--- src/rtl/alu_share_arbiter.sv ---
`default_nettype none
// ============================================================================
// alu_share_arbiter : round-robin sharing of one combinational ALU between two
//                     requesters; operand capture, one execute cycle, held result
// Revision 1.0 - initial release
// ============================================================================
module alu_share_arbiter #(
  parameter int W     = 32,
  parameter int CNT_W = 16
) (
  input  logic             clk,
  input  logic             reset,
  input  logic [1:0]       req_valid,
  output logic [1:0]       req_ready,
  input  logic [1:0]       req_aluop0,
  input  logic [1:0]       req_aluop1,
  input  logic [5:0]       req_funct0,
  input  logic [5:0]       req_funct1,
  input  logic [W-1:0]     req_a0,
  input  logic [W-1:0]     req_a1,
  input  logic [W-1:0]     req_b0,
  input  logic [W-1:0]     req_b1,
  output logic [1:0]       rsp_valid,
  input  logic [1:0]       rsp_ready,
  output logic [W-1:0]     rsp_data,
  output logic             rsp_zero,
  output logic [1:0]       alu_aluop,
  output logic [5:0]       alu_funct,
  output logic [W-1:0]     alu_a,
  output logic [W-1:0]     alu_b,
  input  logic [W-1:0]     alu_result,
  output logic             busy,
  output logic [CNT_W-1:0] ops_done
);

  typedef enum logic [1:0] {
    IDLE = 2'd0,
    EXEC = 2'd1,
    RESP = 2'd2
  } state_t;

  state_t           state_q,    state_d;
  logic             last_q,     last_d;
  logic             owner_q,    owner_d;
  logic [1:0]       aluop_q,    aluop_d;
  logic [5:0]       funct_q,    funct_d;
  logic [W-1:0]     a_q,        a_d;
  logic [W-1:0]     b_q,        b_d;
  logic [W-1:0]     result_q,   result_d;
  logic [CNT_W-1:0] ops_done_q, ops_done_d;
  logic             gnt;

  // Tie goes to the requester that was not served last; otherwise the lone valid one.
  assign gnt = (req_valid == 2'b11) ? ~last_q : ~req_valid[0];

  always_comb begin
    state_d    = state_q;
    last_d     = last_q;
    owner_d    = owner_q;
    aluop_d    = aluop_q;
    funct_d    = funct_q;
    a_d        = a_q;
    b_d        = b_q;
    result_d   = result_q;
    ops_done_d = ops_done_q;
    req_ready  = 2'b00;
    rsp_valid  = 2'b00;
    case (state_q)
      IDLE: begin
        if (|req_valid) begin
          req_ready[gnt] = 1'b1;
          owner_d        = gnt;
          aluop_d        = gnt ? req_aluop1 : req_aluop0;
          funct_d        = gnt ? req_funct1 : req_funct0;
          a_d            = gnt ? req_a1     : req_a0;
          b_d            = gnt ? req_b1     : req_b0;
          state_d        = EXEC;
        end
      end
      EXEC: begin
        result_d = alu_result;
        state_d  = RESP;
      end
      RESP: begin
        rsp_valid[owner_q] = 1'b1;
        if (rsp_ready[owner_q]) begin
          last_d     = owner_q;
          ops_done_d = ops_done_q + CNT_W'(1);
          state_d    = IDLE;
        end
      end
      default: state_d = IDLE;
    endcase
  end

  always_ff @(posedge clk) begin
    if (!reset) begin
      state_q    <= IDLE;
      last_q     <= 1'b1;
      owner_q    <= 1'b0;
      aluop_q    <= '0;
      funct_q    <= '0;
      a_q        <= '0;
      b_q        <= '0;
      result_q   <= '0;
      ops_done_q <= '0;
    end else begin
      state_q    <= state_d;
      last_q     <= last_d;
      owner_q    <= owner_d;
      aluop_q    <= aluop_d;
      funct_q    <= funct_d;
      a_q        <= a_d;
      b_q        <= b_d;
      result_q   <= result_d;
      ops_done_q <= ops_done_d;
    end
  end

  assign alu_aluop = aluop_q;
  assign alu_funct = funct_q;
  assign alu_a     = a_q;
  assign alu_b     = b_q;
  assign rsp_data  = result_q;
  assign rsp_zero  = (result_q == '0);
  assign busy      = (state_q != IDLE);
  assign ops_done  = ops_done_q;

endmodule
`default_nettype wire

--- config.mk ---
export PLATFORM = sky130hd
export DESIGN_NAME = alu_share_arbiter
export DESIGN_NICKNAME = d
export VERILOG_FILES = /design/src/rtl/alu_share_arbiter.sv
export SDC_FILE = /design/constraint.sdc
export NUM_CORES = 1
export LEC_CHECK = 0
export ABC_AREA = 0
export BUFFER_PORTS_ARGS = -buffer_cell sky130_fd_sc_hd__clkbuf_2
export CAP_MARGIN = 20
export CORE_MARGIN = 10
export CORE_UTILIZATION = 41
export CTS_BUF_LIST = sky130_fd_sc_hd__clkbuf_2 sky130_fd_sc_hd__clkbuf_4 sky130_fd_sc_hd__clkbuf_8
export DETAILED_ROUTE_END_ITERATION = 8
export PLACE_DENSITY = 0.85
export SYNTH_ARGS = -nofsm -noshare
export SYNTH_HDL_FRONTEND = slang
export SYNTH_SLANG_ARGS = --single-unit
--- constraint.sdc ---
create_clock -name clk -period 1.6 [get_ports clk]
set_input_delay 0.16 -clock clk [delete_from_list [all_inputs] [get_ports clk]]
set_output_delay 0.16 -clock clk [all_outputs]
set_load 0.01 [all_outputs]
; ---- After elaboration in Yosys (flattened, before gate mapping)
; Cells that the tools add are included.
[classes]
addsub = 1
n_lt_le_gt_ge = 4
n_eq_ne = 5
mux = 17
bitwise_logic = 2
reduce_logical = 9
[ops]
columns = cell, count
row1 = 32-bit 2-to-1 mux, 2
row2 = 32-bit zero test, 1
row3 = 16-bit by 1-bit adder with 16-bit output (second input constant), 1
row4 = 2-bit 2-to-1 mux, 6
row5 = 6-bit 2-to-1 mux, 1
row6 = 2-bit one-hot mux with 3 select lines, 1
row7 = 2-bit AND reduction, 3
row8 = 1-bit 2-to-1 mux, 5
row9 = 2-bit equality test (second input constant), 2
row10 = 1-bit by 2-bit less-than comparator with 1-bit output (second input constant), 2
row11 = 2-bit != test (second input constant), 2
row12 = 1-bit demux with 1-bit select, 2
row13 = 2-bit by 1-bit equality test with 1-bit output (second input constant), 1
row14 = 1-bit >= comparator (second input constant), 2
row15 = 1-bit logical AND, 2
row16 = 2-bit zero test, 1
row17 = 1-bit inverter, 2
row18 = 2-bit nonzero test, 1
row19 = 2-bit OR reduction, 1
[totals]
register_bits = 124
in_bits = 182
output_inout_bits = 126
word_cells = 47

; ---- Depth between registers and ports, before layout
; Gate-level depths: netlist of run 1.
[depth]
ltp_word = 8
depth_mapped = 6
depth_no_buf = 5

; ---- Worst setup path after synthesis of run 1
; No wires, ideal clock.
[synth_timing]
kind = flip-flop to flip-flop
start = reg ops_done_q[0] (netlist: ops_done[0])
end = reg ops_done_q[14] (netlist: ops_done[14])
setup_ns = 0.070
arrival_ns = 1.792
required_ns = 1.530
setup_slack_ns = -0.262
stages_incl_launch_ff = 7
n_path_buf = 1
period_less_slack_ns = 1.862
path_cell_list = dfxtp_1 -> ha_1 -> nand3_1 -> or3_1 -> buf_2 -> or4_1 -> a21oi_1
[synth_between]
elab_chain_len = 1
[synth_rtl]
columns = element, line_no
row1 = start: declaration, 50  ; logic [CNT_W-1:0] ops_done_q, ops_done_d;
row2 = start signal: assignment, 116  ; ops_done_q <= ops_done_d;
row3 = 16-bit by 1-bit adder with 16-bit output, 88  ; ops_done_d = ops_done_q + CNT_W'(1);
; No other way between the ends.
; A chain may end at the register's enable or synchronous reset.

; ---- Worst setup path in the final report of run 1
[layout_timing]
start = reg state_q[0]
end = reg ops_done_q[14] (netlist: ops_done[14])
[layout_between]
elab_chain_len = 2
[layout_rtl]
columns = element, line_no
row1 = start: declaration, 42  ; state_t state_q, state_d;
row2 = start signal: assignment, 108  ; state_q <= state_d;
row3 = 2-bit equality test, 68  ; case (state_q)
row4 = 2-bit AND reduction (no line), -
; No other way between the ends.

==> results.yml, run 1 <==
run_status:
  outcome: "complete, but fails checks"
  failing_checks: "design-rule violations, negative setup slack"
critical_path:
  rrSetupSlack_ns: -0.06
  path_class: "reg -> reg"
  capture_instance_of_the_worst_register_to_register_path: "ops_done[14]$_SDFFE_PN0P_"
  worst_ep_arrival_time_ns: 2.03
  critical_path_startpoint_category: "register"
  max_stage_delay_ns: 0.43
  worst_endpoint_required_time_ns: 1.97
  critical_path.max_fanout: 3
  crit_path_top_delay_cell: "sky130_fd_sc_hd__or4_4"
  rr_worst_depth: 5
  worst_r2r_startpoint: "state_q[0]$_SDFFE_PN0P_"
  endpoint_kind: "register"
  timing.critical_path.cells: "buf_4 > nand4b_4 > or3_4 > or4_4 > a21oi_2"
  critical_path.startpoint: "state_q[0]$_SDFFE_PN0P_"
die:
  total_core_area_sq_um: 12500
  die_height_um: 133
  initial_core_util_pct: 41.6
  floorplan.die_area_sq_um: 17600
  pin_count: 308
  placement_rows: 41
  die_w_um: 133
run:
  drv.max_cap_violation_count: 0
clocking:
  htree_num_levels: 4
  clk_root_buffer_cell: "sky130_fd_sc_hd__clkbuf_8"
  clkTransAtPathRegs_ns: 0.07
  tritoncts.num_buffers: 17
  clk_latency_ns: 0.44
  number_of_buffers_between_clock_root_and_the_deepest_sink: 2
  number_of_sinks_driven_by_the_clock_tree: 124
  cts_tree: "done"
placement:
  hpwlAfterDp_um: 14500
  place.gp.congestion: 0.820
  io_buffer_count: 307
  place_ws_ns: -0.0217
timing:
  finalHoldViolations: 0
  relSlewSlack_pct: 75.3
  finalSetupTns_ns: -0.183
  finalSetupViolCount: 5
  final-max-slew-violation-count: 0
  setup_repair_after_global_routing_missed_its_margin: "yes"
  finalWorstPathRequiredPeriod_ns: 1.66
  worst_pin_slew_ns: 0.367
  maximum_operating_frequency_ghz: 0.603
  post-route-period-util_pct: 104
  skew_ns: 0.0103
  postLayoutSetupSlackWorst_ns: -0.0579
synthesis:
  yosysUniqueCellTypes: 31
  post_synth_top_cells: "sky130_fd_sc_hd__dfxtp_1 (124), sky130_fd_sc_hd__nor2_1 (92), sky130_fd_sc_hd__mux2i_1 (75), sky130_fd_sc_hd__a211oi_1 (72), sky130_fd_sc_hd__nand2_1 (70)"
  ys.flop_type: "sky130_fd_sc_hd__dfxtp_1"
  synthesis.nets: 767
  async_flop_share_pct: 0
  synthMostInstantiatedCell: "sky130_fd_sc_hd__dfxtp_1"
  synth.cell_area_sq_um: 5210
  synth_seq_cells: 124
  synth-edff-count: 0
  syn_area_per_cell_sq_um: 8.92
  seq_area_frac_synth_pct: 47.6
  synthesis.instances: 584
  synthesis.yosys.warnings: 0
  ys_top_cells_by_area: "sky130_fd_sc_hd__dfxtp_1 (48%), sky130_fd_sc_hd__mux2i_1 (14%), sky130_fd_sc_hd__a211oi_1 (10%)"
  synth_area_leader_cell: "sky130_fd_sc_hd__dfxtp_1"
  yosys.area.top_type_share_pct: 47.6
power:
  power.density_nw_per_um2: 1030
  worst_ir_drop_vdd_v: 0.000602
  total_leakage_power_nw: 4.01
finish:
  fraction_of_final_layout_cells_with_drive_strength_greater_than_1_pct: 44.7
  area_growth_syn_to_layout_pct: 58.5
  finalNetCount: 1127
  finish.utilization_pct: 66.0
global_route:
  grt_pass1_vias: 5975
  grt_antenna_before_repair: 1
  grt_start_max_net_pins: 73
  wire_length_of_the_first_global_routing_pass_um: 31500
  global_route_usage_sum_pct: 22.3
  grt_overflow: 0
hold_path:
  hp-start: "req_b0[0]"
  hold_end: "alu_b[0]$_SDFFE_PN0P_"
  number_of_cells_on_the_worst_hold_path: 3
  hold_path_class: "in -> reg"
detailed_routing:
  drt_wl_cell_um: 18.6
  remaining_drc_errors: 1
  viasPerCell: 5.13
  routed_wl_um: 21000
  via_count: 5791
  number_of_detailed_routing_iterations_run_before_antenna_repair: 7
  drt_iter0_drc: 371
  drtAntennaViolNets: 0
==> registers in the layout, indices dropped and copies added, names as in the netlist <==
register and cells:
owner_q 1, alu_funct 6, state_q 2, alu_aluop 2
last_q 1, rsp_data 32, ops_done 16, alu_a 32
alu_b 32
==> worst max-delay path by stage <==
stage | end | slack (ns)
3_3_place_gp | ops_done[14]$_SDFFE_PN0P_ | 0.02
3_5_place_dp | ops_done[14]$_SDFFE_PN0P_ | -0.02
4_1_cts | rsp_zero | -0.05
5_1_grt | rsp_zero | -0.17
2_1_floorplan | ops_done[14]$_SDFFE_PN0P_ | -0.03
6_report | ops_done[14]$_SDFFE_PN0P_ | -0.06
==> cell type report <==
class | count | area [sq um]
fillers | 947 | 4260
clock inverters | 12 | 170
diodes | 1 | 2.50
clock buffers | 19 | 255
multi-input cells | 409 | 2700
well taps | 172 | 215
flip-flops and latches | 124 | 2510
repair buffers | 387 | 2380
inverters | 5 | 20.0
==> worst max-delay path: cells and delay by family (launching register included) <==
kind            cells  cell delay, ns
compound gates      1            0.11
simple gates        3            1.01
buf+inv             1            0.15
flops               1            0.33
==> per-layer routing <==
| layer | global-route usage (%) | vias up | wire [um] |
|---|---|---|---|
| met4 | 9.23 | 0 | 568 |
| met3 | 11.5 | 46 | 2250 |
| li1 | - | 2786 | - |
| met5 | 0 | - | 0 |
| met1 | 22.0 | 2632 | 7690 |
| met2 | 38.6 | 327 | 10400 |
==> cells in the final DEF, fill, tap and decap left out, types with 4 or more instances in the layout <==
| cell | count |
|---|---|
| sky130_fd_sc_hd__a211oi_1 | 66 |
| sky130_fd_sc_hd__a211oi_2 | 6 |
| sky130_fd_sc_hd__a21oi_1 | 35 |
| sky130_fd_sc_hd__buf_12 | 6 |
| sky130_fd_sc_hd__buf_4 | 33 |
| sky130_fd_sc_hd__buf_6 | 6 |
| sky130_fd_sc_hd__bufinv_16 | 4 |
| sky130_fd_sc_hd__clkbuf_2 | 303 |
| sky130_fd_sc_hd__clkbuf_8 | 18 |
| sky130_fd_sc_hd__clkinv_2 | 6 |
| sky130_fd_sc_hd__dfxtp_1 | 111 |
| sky130_fd_sc_hd__dfxtp_2 | 10 |
| sky130_fd_sc_hd__dlygate4sd3_1 | 34 |
| sky130_fd_sc_hd__inv_1 | 4 |
| sky130_fd_sc_hd__mux2i_1 | 75 |
| sky130_fd_sc_hd__nand2_1 | 70 |
| sky130_fd_sc_hd__nand3_1 | 7 |
| sky130_fd_sc_hd__nand4_1 | 5 |
| sky130_fd_sc_hd__nor2_1 | 90 |
| sky130_fd_sc_hd__nor3_1 | 7 |
| sky130_fd_sc_hd__nor4_1 | 5 |
| sky130_fd_sc_hd__nor4_2 | 4 |
| sky130_fd_sc_hd__xnor2_1 | 9 |
==> cells by family (layout without fill, tap and decap cells) <==
group	after synthesis	after routing	share of synthesized area [%]
and+or+nand+nor	208	208	17.3
adders and majority gates	1	1	0.240
muxes	75	75	14.4
xor gates and xnor gates	10	10	1.68
buffers and inverters	51	423	4.03
AOI/OAI and AO/OA	115	115	14.7
DFF	124	124	47.6
other	0	1	0
==> metrics by stage <==
stage	cells	total power [W]	instance area [sq um]	hold WS, ns
floorplan	584	0.00452	5240	0.232
global placement	1050	0.00530	7160	0.383
detailed placement	1050	0.00535	7160	0.387
CTS	1125	0.00847	8110	0.00978
global route	1129	0.00895	8260	0.00701
finish	1129	0.00852	8260	0.0449
==> power breakdown <==
part           internal [W]  leakage [nW]  switching (W)
clock               0.00174         0.219        0.00123
combinational      0.000925          2.76        0.00105
sequential          0.00338          1.03       0.000199
total               0.00605          4.01        0.00248
==> timing repair <==
action,4_1_cts,5_1_grt
gates resized for setup,27,27
gates cloned,0,1
endpoints found under the setup margin,10,12
hold endpoints to repair,33,0
hold buffers,34,0
pin swaps,12,11
buffers inserted,10,2
No activity file was read; power rests on OpenSTA's default activity.
==> run 2, diff against run 1 <==
--- a/config.mk
+++ b/config.mk
@@ -5,7 +5,7 @@
 export SDC_FILE = /design/constraint.sdc
 export NUM_CORES = 1
 export LEC_CHECK = 0
-export ABC_AREA = 0
+export ABC_AREA = 1
 export BUFFER_PORTS_ARGS = -buffer_cell sky130_fd_sc_hd__clkbuf_2
 export CAP_MARGIN = 20
 export CORE_MARGIN = 10
==> results.yml, run 2 <==
critical_path:
  worst_endpoint_required_time_ns: 1.44
  rrSetupSlack_ns: 0.08
  critical_path_cell_count: 5
  timing.critical_path.cells: "nor4_4 > buf_4 > nand3b_1 > nor2_1 > buf_2"
  critical_path_startpoint_category: "register"
  critical_path.max_fanout: 2
  max_stage_delay_ns: 0.34
  cp.buffers_inverters: 2
  capture_instance_of_the_worst_register_to_register_path: "alu_a[28]$_SDFFE_PN0P_"
  worst_r2r_startpoint: "state_q[1]$_SDFFE_PN0P_"
  crit_path_top_delay_cell: "sky130_fd_sc_hd__dfxtp_2"
  rr_worst_depth: 8
  endpoint_kind: "primary output"
  timing.critical_path.max_delay_family: "simple AND/OR/NAND/NOR gates"
  worst_ep_arrival_time_ns: 1.55
  path_class: "reg -> out"
synthesis:
  synth.cell_area_sq_um: 5340
  post_synth_top_cells: "sky130_fd_sc_hd__nand2_1 (187), sky130_fd_sc_hd__dfxtp_1 (124), sky130_fd_sc_hd__nor2_1 (107), sky130_fd_sc_hd__o21ai_0 (102), sky130_fd_sc_hd__a31oi_1 (62)"
  synthMostInstantiatedCell: "sky130_fd_sc_hd__nand2_1"
  ys.flop_type: "sky130_fd_sc_hd__dfxtp_1"
  synthesis.nets: 914
  async_flop_share_pct: 0
  yosys.area.top_type_share_pct: 46.5
  seq_area_frac_synth_pct: 46.5
  synth-edff-count: 0
  synth_seq_cells: 124
  synthesis.instances: 731
  synthesis.yosys.warnings: 0
  syn_area_per_cell_sq_um: 7.30
  yosysUniqueCellTypes: 27
  synth_area_leader_cell: "sky130_fd_sc_hd__dfxtp_1"
  ys_top_cells_by_area: "sky130_fd_sc_hd__dfxtp_1 (47%), sky130_fd_sc_hd__nand2_1 (13%), sky130_fd_sc_hd__o21ai_0 (9.6%)"
hold_path:
  number_of_cells_on_the_worst_hold_path: 3
  hold_path_class: "in -> reg"
  hp-start: "req_b1[25]"
  hold_end: "alu_b[25]$_SDFFE_PN0P_"
global_route:
  grt_overflow: 0
  wire_length_of_the_first_global_routing_pass_um: 42400
  grt_pass1_vias: 7799
  grt_start_max_net_pins: 68
  global_route_usage_sum_pct: 29.6
  grt_antenna_before_repair: 8
timing:
  postLayoutSetupSlackWorst_ns: -0.105
  finalHoldViolations: 0
  worst_pin_slew_ns: 0.592
  setup_repair_after_global_routing_missed_its_margin: "yes"
  maximum_operating_frequency_ghz: 0.586
  post-route-period-util_pct: 107
  skew_ns: 0.0106
  final-max-slew-violation-count: 0
  finalWorstPathRequiredPeriod_ns: 1.71
  finalHoldWorstSlack_ns: 0.0469
  relSlewSlack_pct: 60.5
  finalSetupViolCount: 1
power:
  total_switching_power_w: 0.00273
  switching_share_pct: 30.0
  p_comb_share_pct: 25.5
  pwr-share-clk_pct: 34.3
  internal-power_w: 0.00638
  worst_ir_drop_vdd_v: 0.000645
  power.share.sequential_pct: 40.1
  power.density_nw_per_um2: 963
  total_leakage_power_nw: 4.50
clocking:
  htree_num_levels: 4
  clk_root_buffer_cell: "sky130_fd_sc_hd__clkbuf_8"
  tritoncts.num_buffers: 17
  cts_tree: "done"
  number_of_buffers_between_clock_root_and_the_deepest_sink: 2
  number_of_sinks_driven_by_the_clock_tree: 124
  clk_latency_ns: 0.44
  clkTransAtPathRegs_ns: 0.07
detailed_routing:
  drt_wl_cell_um: 20.6
  drtAntennaViolNets: 0
  routed_wl_um: 29000
  drt_iter0_drc: 834
  viasPerCell: 5.54
  via_count: 7788
  remaining_drc_errors: 0
  number_of_detailed_routing_iterations_run_before_antenna_repair: 6
run_status:
  outcome: "complete, but fails checks"
  failing_checks: "negative setup slack"
finish:
  area_growth_syn_to_layout_pct: 77.3
  finalNetCount: 1387
  most_frequent_cells_in_the_layout: "sky130_fd_sc_hd__clkbuf_2 (304), sky130_fd_sc_hd__nand2_1 (185), sky130_fd_sc_hd__dlygate4sd3_1 (175)"
  fraction_of_final_layout_cells_with_drive_strength_greater_than_1_pct: 32.7
  finish.utilization_pct: 74.7
  layout.cells.most_common: "sky130_fd_sc_hd__clkbuf_2"
die:
  pin_count: 308
  initial_core_util_pct: 42.1
  floorplan.die_area_sq_um: 18000
  placement_rows: 41
  total_core_area_sq_um: 12700
  die_height_um: 134
  die_w_um: 134
placement:
  place.gp.congestion: 0.852
  hpwlAfterDp_um: 15000
  place_ws_ns: 0.114
  io_buffer_count: 307
run:
  drv.max_cap_violation_count: 0
run 2: changes by cell type in the layout (fill, tap and decap cells not counted), moves of 10 or more:
| cell | before | now |
|---|---|---|
| sky130_fd_sc_hd__dlygate4sd3_1 | 34 | 175 |
| sky130_fd_sc_hd__a31oi_1 | 0 | 62 |
| sky130_fd_sc_hd__nor2_1 | 90 | 107 |
| sky130_fd_sc_hd__a211oi_1 | 66 | 0 |
| sky130_fd_sc_hd__diode_2 | 1 | 16 |
| sky130_fd_sc_hd__buf_4 | 33 | 11 |
| sky130_fd_sc_hd__a21oi_1 | 35 | 7 |
| sky130_fd_sc_hd__o21ai_0 | 2 | 102 |
| sky130_fd_sc_hd__a31oi_2 | 0 | 10 |
| sky130_fd_sc_hd__mux2i_1 | 75 | 0 |
| sky130_fd_sc_hd__inv_1 | 4 | 24 |
| sky130_fd_sc_hd__nand2_1 | 70 | 185 |
run 2: logic make-up (layout without fill, tap and decap cells):
kind of cell    after synthesis  count (layout)  share of synthesized area [%]
simple gates                330             330                           24.8
buf+inv                      83             569                           7.27
fa+ha+maj                     1               1                          0.234
xor+xnor                      1               1                          0.164
compound gates              192             192                           21.0
other cells                   0              16                              0
flops                       124             124                           46.5
run 2: layer usage:
metal	up-vias	global-route usage (%)	share of wire, %
li1	3408	-	-
met1	3520	30.4	34
met2	685	49.7	48
met3	175	11.1	12
met4	0	19.2	6.2
met5	-	0	0
run 2: how the worst max path moves through the flow:
stage | end | from
floorplan | ops_done[8]$_SDFFE_PN0P_ | ops_done[1]$_SDFFE_PN0P_
global placement | ops_done[8]$_SDFFE_PN0P_ | ops_done[1]$_SDFFE_PN0P_
detailed placement | ops_done[8]$_SDFFE_PN0P_ | ops_done[1]$_SDFFE_PN0P_
CTS | rsp_zero | rsp_data[10]$_SDFFE_PN0N_
global route | rsp_zero | rsp_data[8]$_SDFFE_PN0N_
finish | rsp_zero | rsp_data[10]$_SDFFE_PN0N_
run 2: area by class of cell:
| cell class | instances | area (sq um) |
|---|---|---|
| multi-input combinational | 524 | 2520 |
| timing repair buffer | 505 | 3630 |
| clock inverter | 7 | 135 |
| fill | 783 | 3210 |
| antenna | 16 | 40.0 |
| tap | 172 | 215 |
| sequential | 124 | 2490 |
| clock buffer | 25 | 313 |
| inverter | 32 | 120 |
run 2: repair_timing:
item	in CTS	in global routing
endpoints found under the hold margin	104	0
hold buffers	175	0
gates resized for setup	6	12
cloned	1	2
buffers inserted	3	3
setup endpoints to repair	3	14
pin swaps	3	1
run 2: power groups by stage:
| stage | logic (W) | clock network (W) | registers [W] |
|---|---|---|---|
| detailed placement | 0.00172 | 0 | 0.00366 |
| floorplan | 0.000770 | 0 | 0.00378 |
| CTS | 0.00210 | 0.00316 | 0.00360 |
| global placement | 0.00169 | 0 | 0.00365 |
| finish | 0.00233 | 0.00313 | 0.00366 |
| global route | 0.00248 | 0.00329 | 0.00367 |
run 2: tightest hold or removal path, delay by kind of cell:
family                 cells  cell delay, ns
buffers and inverters      1            0.08
AO/OA/AOI/OAI              1            0.10
AND/OR/NAND/NOR            1            0.08
run 2: per-stage QoR:
stage	TNS (ns)	cells	cell area, sq um	total power, W
after global placement	0	1173	7040	0.00534
after floorplan	0	731	5340	0.00455
final	-0.105	1405	9460	0.00911
after CTS	-0.198	1384	9310	0.00886
after detailed placement	0	1173	7040	0.00538
after global routing	-0.185	1397	9440	0.00944
==> run 3, diff against run 2 <==
--- a/config.mk
+++ b/config.mk
@@ -6,7 +6,7 @@
 export NUM_CORES = 1
 export LEC_CHECK = 0
 export ABC_AREA = 1
-export BUFFER_PORTS_ARGS = -buffer_cell sky130_fd_sc_hd__clkbuf_2
+export BUFFER_PORTS_ARGS = -buffer_cell sky130_fd_sc_hd__buf_2
 export CAP_MARGIN = 20
 export CORE_MARGIN = 10
 export CORE_UTILIZATION = 41
==> results.yml, run 3 (synthesized netlist as in run 2, its figures left out) <==
run_status:
  outcome: "complete, but fails checks"
  failing_checks: "negative setup slack"
timing:
  finalSetupViolCount: 1
  finalHoldViolations: 0
  relSlewSlack_pct: 61.6
  final-max-slew-violation-count: 0
  finalWorstPathRequiredPeriod_ns: 1.74
  post-route-period-util_pct: 109
  maximum_operating_frequency_ghz: 0.576
  skew_ns: 0.00889
  setup_repair_after_global_routing_missed_its_margin: "yes"
  postLayoutSetupSlackWorst_ns: -0.136
  worst_pin_slew_ns: 0.575
  finalSetupTns_ns: -0.136
power:
  total_leakage_power_nw: 4.52
  worst_ir_drop_vdd_v: 0.000529
  power.density_nw_per_um2: 927
  total_power_w: 0.00878
finish:
  area_growth_syn_to_layout_pct: 77.4
  stdcell_count: 1404
  fillers: 785
  finish.utilization_pct: 74.7
  layout.cells.most_common: "sky130_fd_sc_hd__buf_2"
  finalNetCount: 1388
  most_frequent_cells_in_the_layout: "sky130_fd_sc_hd__buf_2 (307), sky130_fd_sc_hd__nand2_1 (185), sky130_fd_sc_hd__dlygate4sd3_1 (171)"
  fraction_of_final_layout_cells_with_drive_strength_greater_than_1_pct: 33.6
global_route:
  grt_pass1_vias: 8075
  grt_overflow: 0
  global_route_usage_sum_pct: 30.7
  wire_length_of_the_first_global_routing_pass_um: 43800
  grt_start_max_net_pins: 67
  grt_antenna_before_repair: 13
detailed_routing:
  remaining_drc_errors: 0
  drt_wl_cell_um: 21.0
  via_count: 7945
  drtAntennaViolNets: 0
  routed_wl_um: 29500
  drt_iter0_drc: 916
  viasPerCell: 5.66
  number_of_detailed_routing_iterations_run_before_antenna_repair: 5
clocking:
  clkTransAtPathRegs_ns: 0.07
  number_of_sinks_driven_by_the_clock_tree: 124
  clk_root_buffer_cell: "sky130_fd_sc_hd__clkbuf_8"
  cts_tree: "done"
  clk_latency_ns: 0.43
  number_of_buffers_between_clock_root_and_the_deepest_sink: 2
  tritoncts.num_buffers: 17
  htree_num_levels: 4
die:
  die_height_um: 134
  die_w_um: 134
  total_core_area_sq_um: 12700
  pin_count: 308
  placement_rows: 41
  initial_core_util_pct: 42.1
  floorplan.die_area_sq_um: 18000
placement:
  placed_cells_incl_taps: 1174
  place_ws_ns: 0.132
  place.gp.congestion: 0.867
  hpwlAfterDp_um: 15100
  io_buffer_count: 307
critical_path:
  worst_endpoint_required_time_ns: 1.44
  worst_ep_arrival_time_ns: 1.58
  path_class: "reg -> out"
  critical_path.max_fanout: 2
  endpoint_kind: "primary output"
  critical_path_startpoint_category: "register"
run:
  drv.max_cap_violation_count: 0
hold_path:
  hold_path_class: "in -> reg"
[run 3: cell types whose count changed in the layout (fill, tap and decap cells not counted), sizes merged]
cell	delta
buf	+308
clkbuf	-306
dlygate4sd3	-4
bufinv	-2
clkinvlp	+2
bufbuf	+1
[run 3: through the flow]
| step | hold WS [ns] | area [sq um] |
|---|---|---|
| 6_report | 0.0333 | 9470 |
| 3_5_place_dp | 0.388 | 7020 |
| 5_1_grt | 0.0259 | 9460 |
| 4_1_cts | 0.00172 | 9270 |
| 3_3_place_gp | 0.383 | 7020 |
| 2_1_floorplan | 0.295 | 5340 |
[run 3: worst paths after layout]
kind              slack [ns]                       from  depth (start not counted)                      to
setup / recovery       -0.14  rsp_data[10]$_SDFFE_PN0N_                          4                rsp_zero
hold / removal          0.03                 req_b1[22]                          3  alu_b[22]$_SDFFE_PN0P_
setup reg to reg        0.03        last_q$_SDFFE_PN1P_                          6  alu_a[28]$_SDFFE_PN0P_
hold reg to reg         0.52       owner_q$_SDFFE_PN0P_                          2    owner_q$_SDFFE_PN0P_
[run 3: power by group]
group | internal [W] | switching (W) | leakage [nW]
clock | 0.00154 | 0.00122 | 0.198
sequential | 0.00341 | 0.000242 | 1.03
combinational | 0.00108 | 0.00128 | 3.30
[run 3: worst max-delay path: stages, from the launching register on]
cell	delay, ns
sky130_fd_sc_hd__dfxtp_2	0.34
sky130_fd_sc_hd__nor4_4	0.32
sky130_fd_sc_hd__nand3b_1	0.15
sky130_fd_sc_hd__nor2_1	0.17
sky130_fd_sc_hd__buf_2	0.18
[run 3: area by class of cell]
cell class	count	area [sq um]	share of cell area, %
well taps	172	215	2.27
diodes	16	40.0	0.423
repair buffers	506	3670	38.7
clock buffers	23	298	3.14
multi-input cells	524	2550	26.9
flip-flops and latches	124	2490	26.3
inverters	32	123	1.29
clock inverters	7	90.1	0.951
[run 3: routing by layer]
layer	vias up	wire length, um	global-route usage, %
met2	766	13600	51.0
li1	3422	-	-
met5	-	0	0
met1	3559	9790	31.3
met3	198	3930	11.6
met4	0	2220	21.7
[run 3: what timing repair did]
action,4_1_cts,5_1_grt
endpoints found under the setup margin,3,54
hold buffers,171,0
resized for setup,9,25
endpoints found under the hold margin,103,0
pin swaps,3,4
cloned,2,2
buffers inserted,6,3
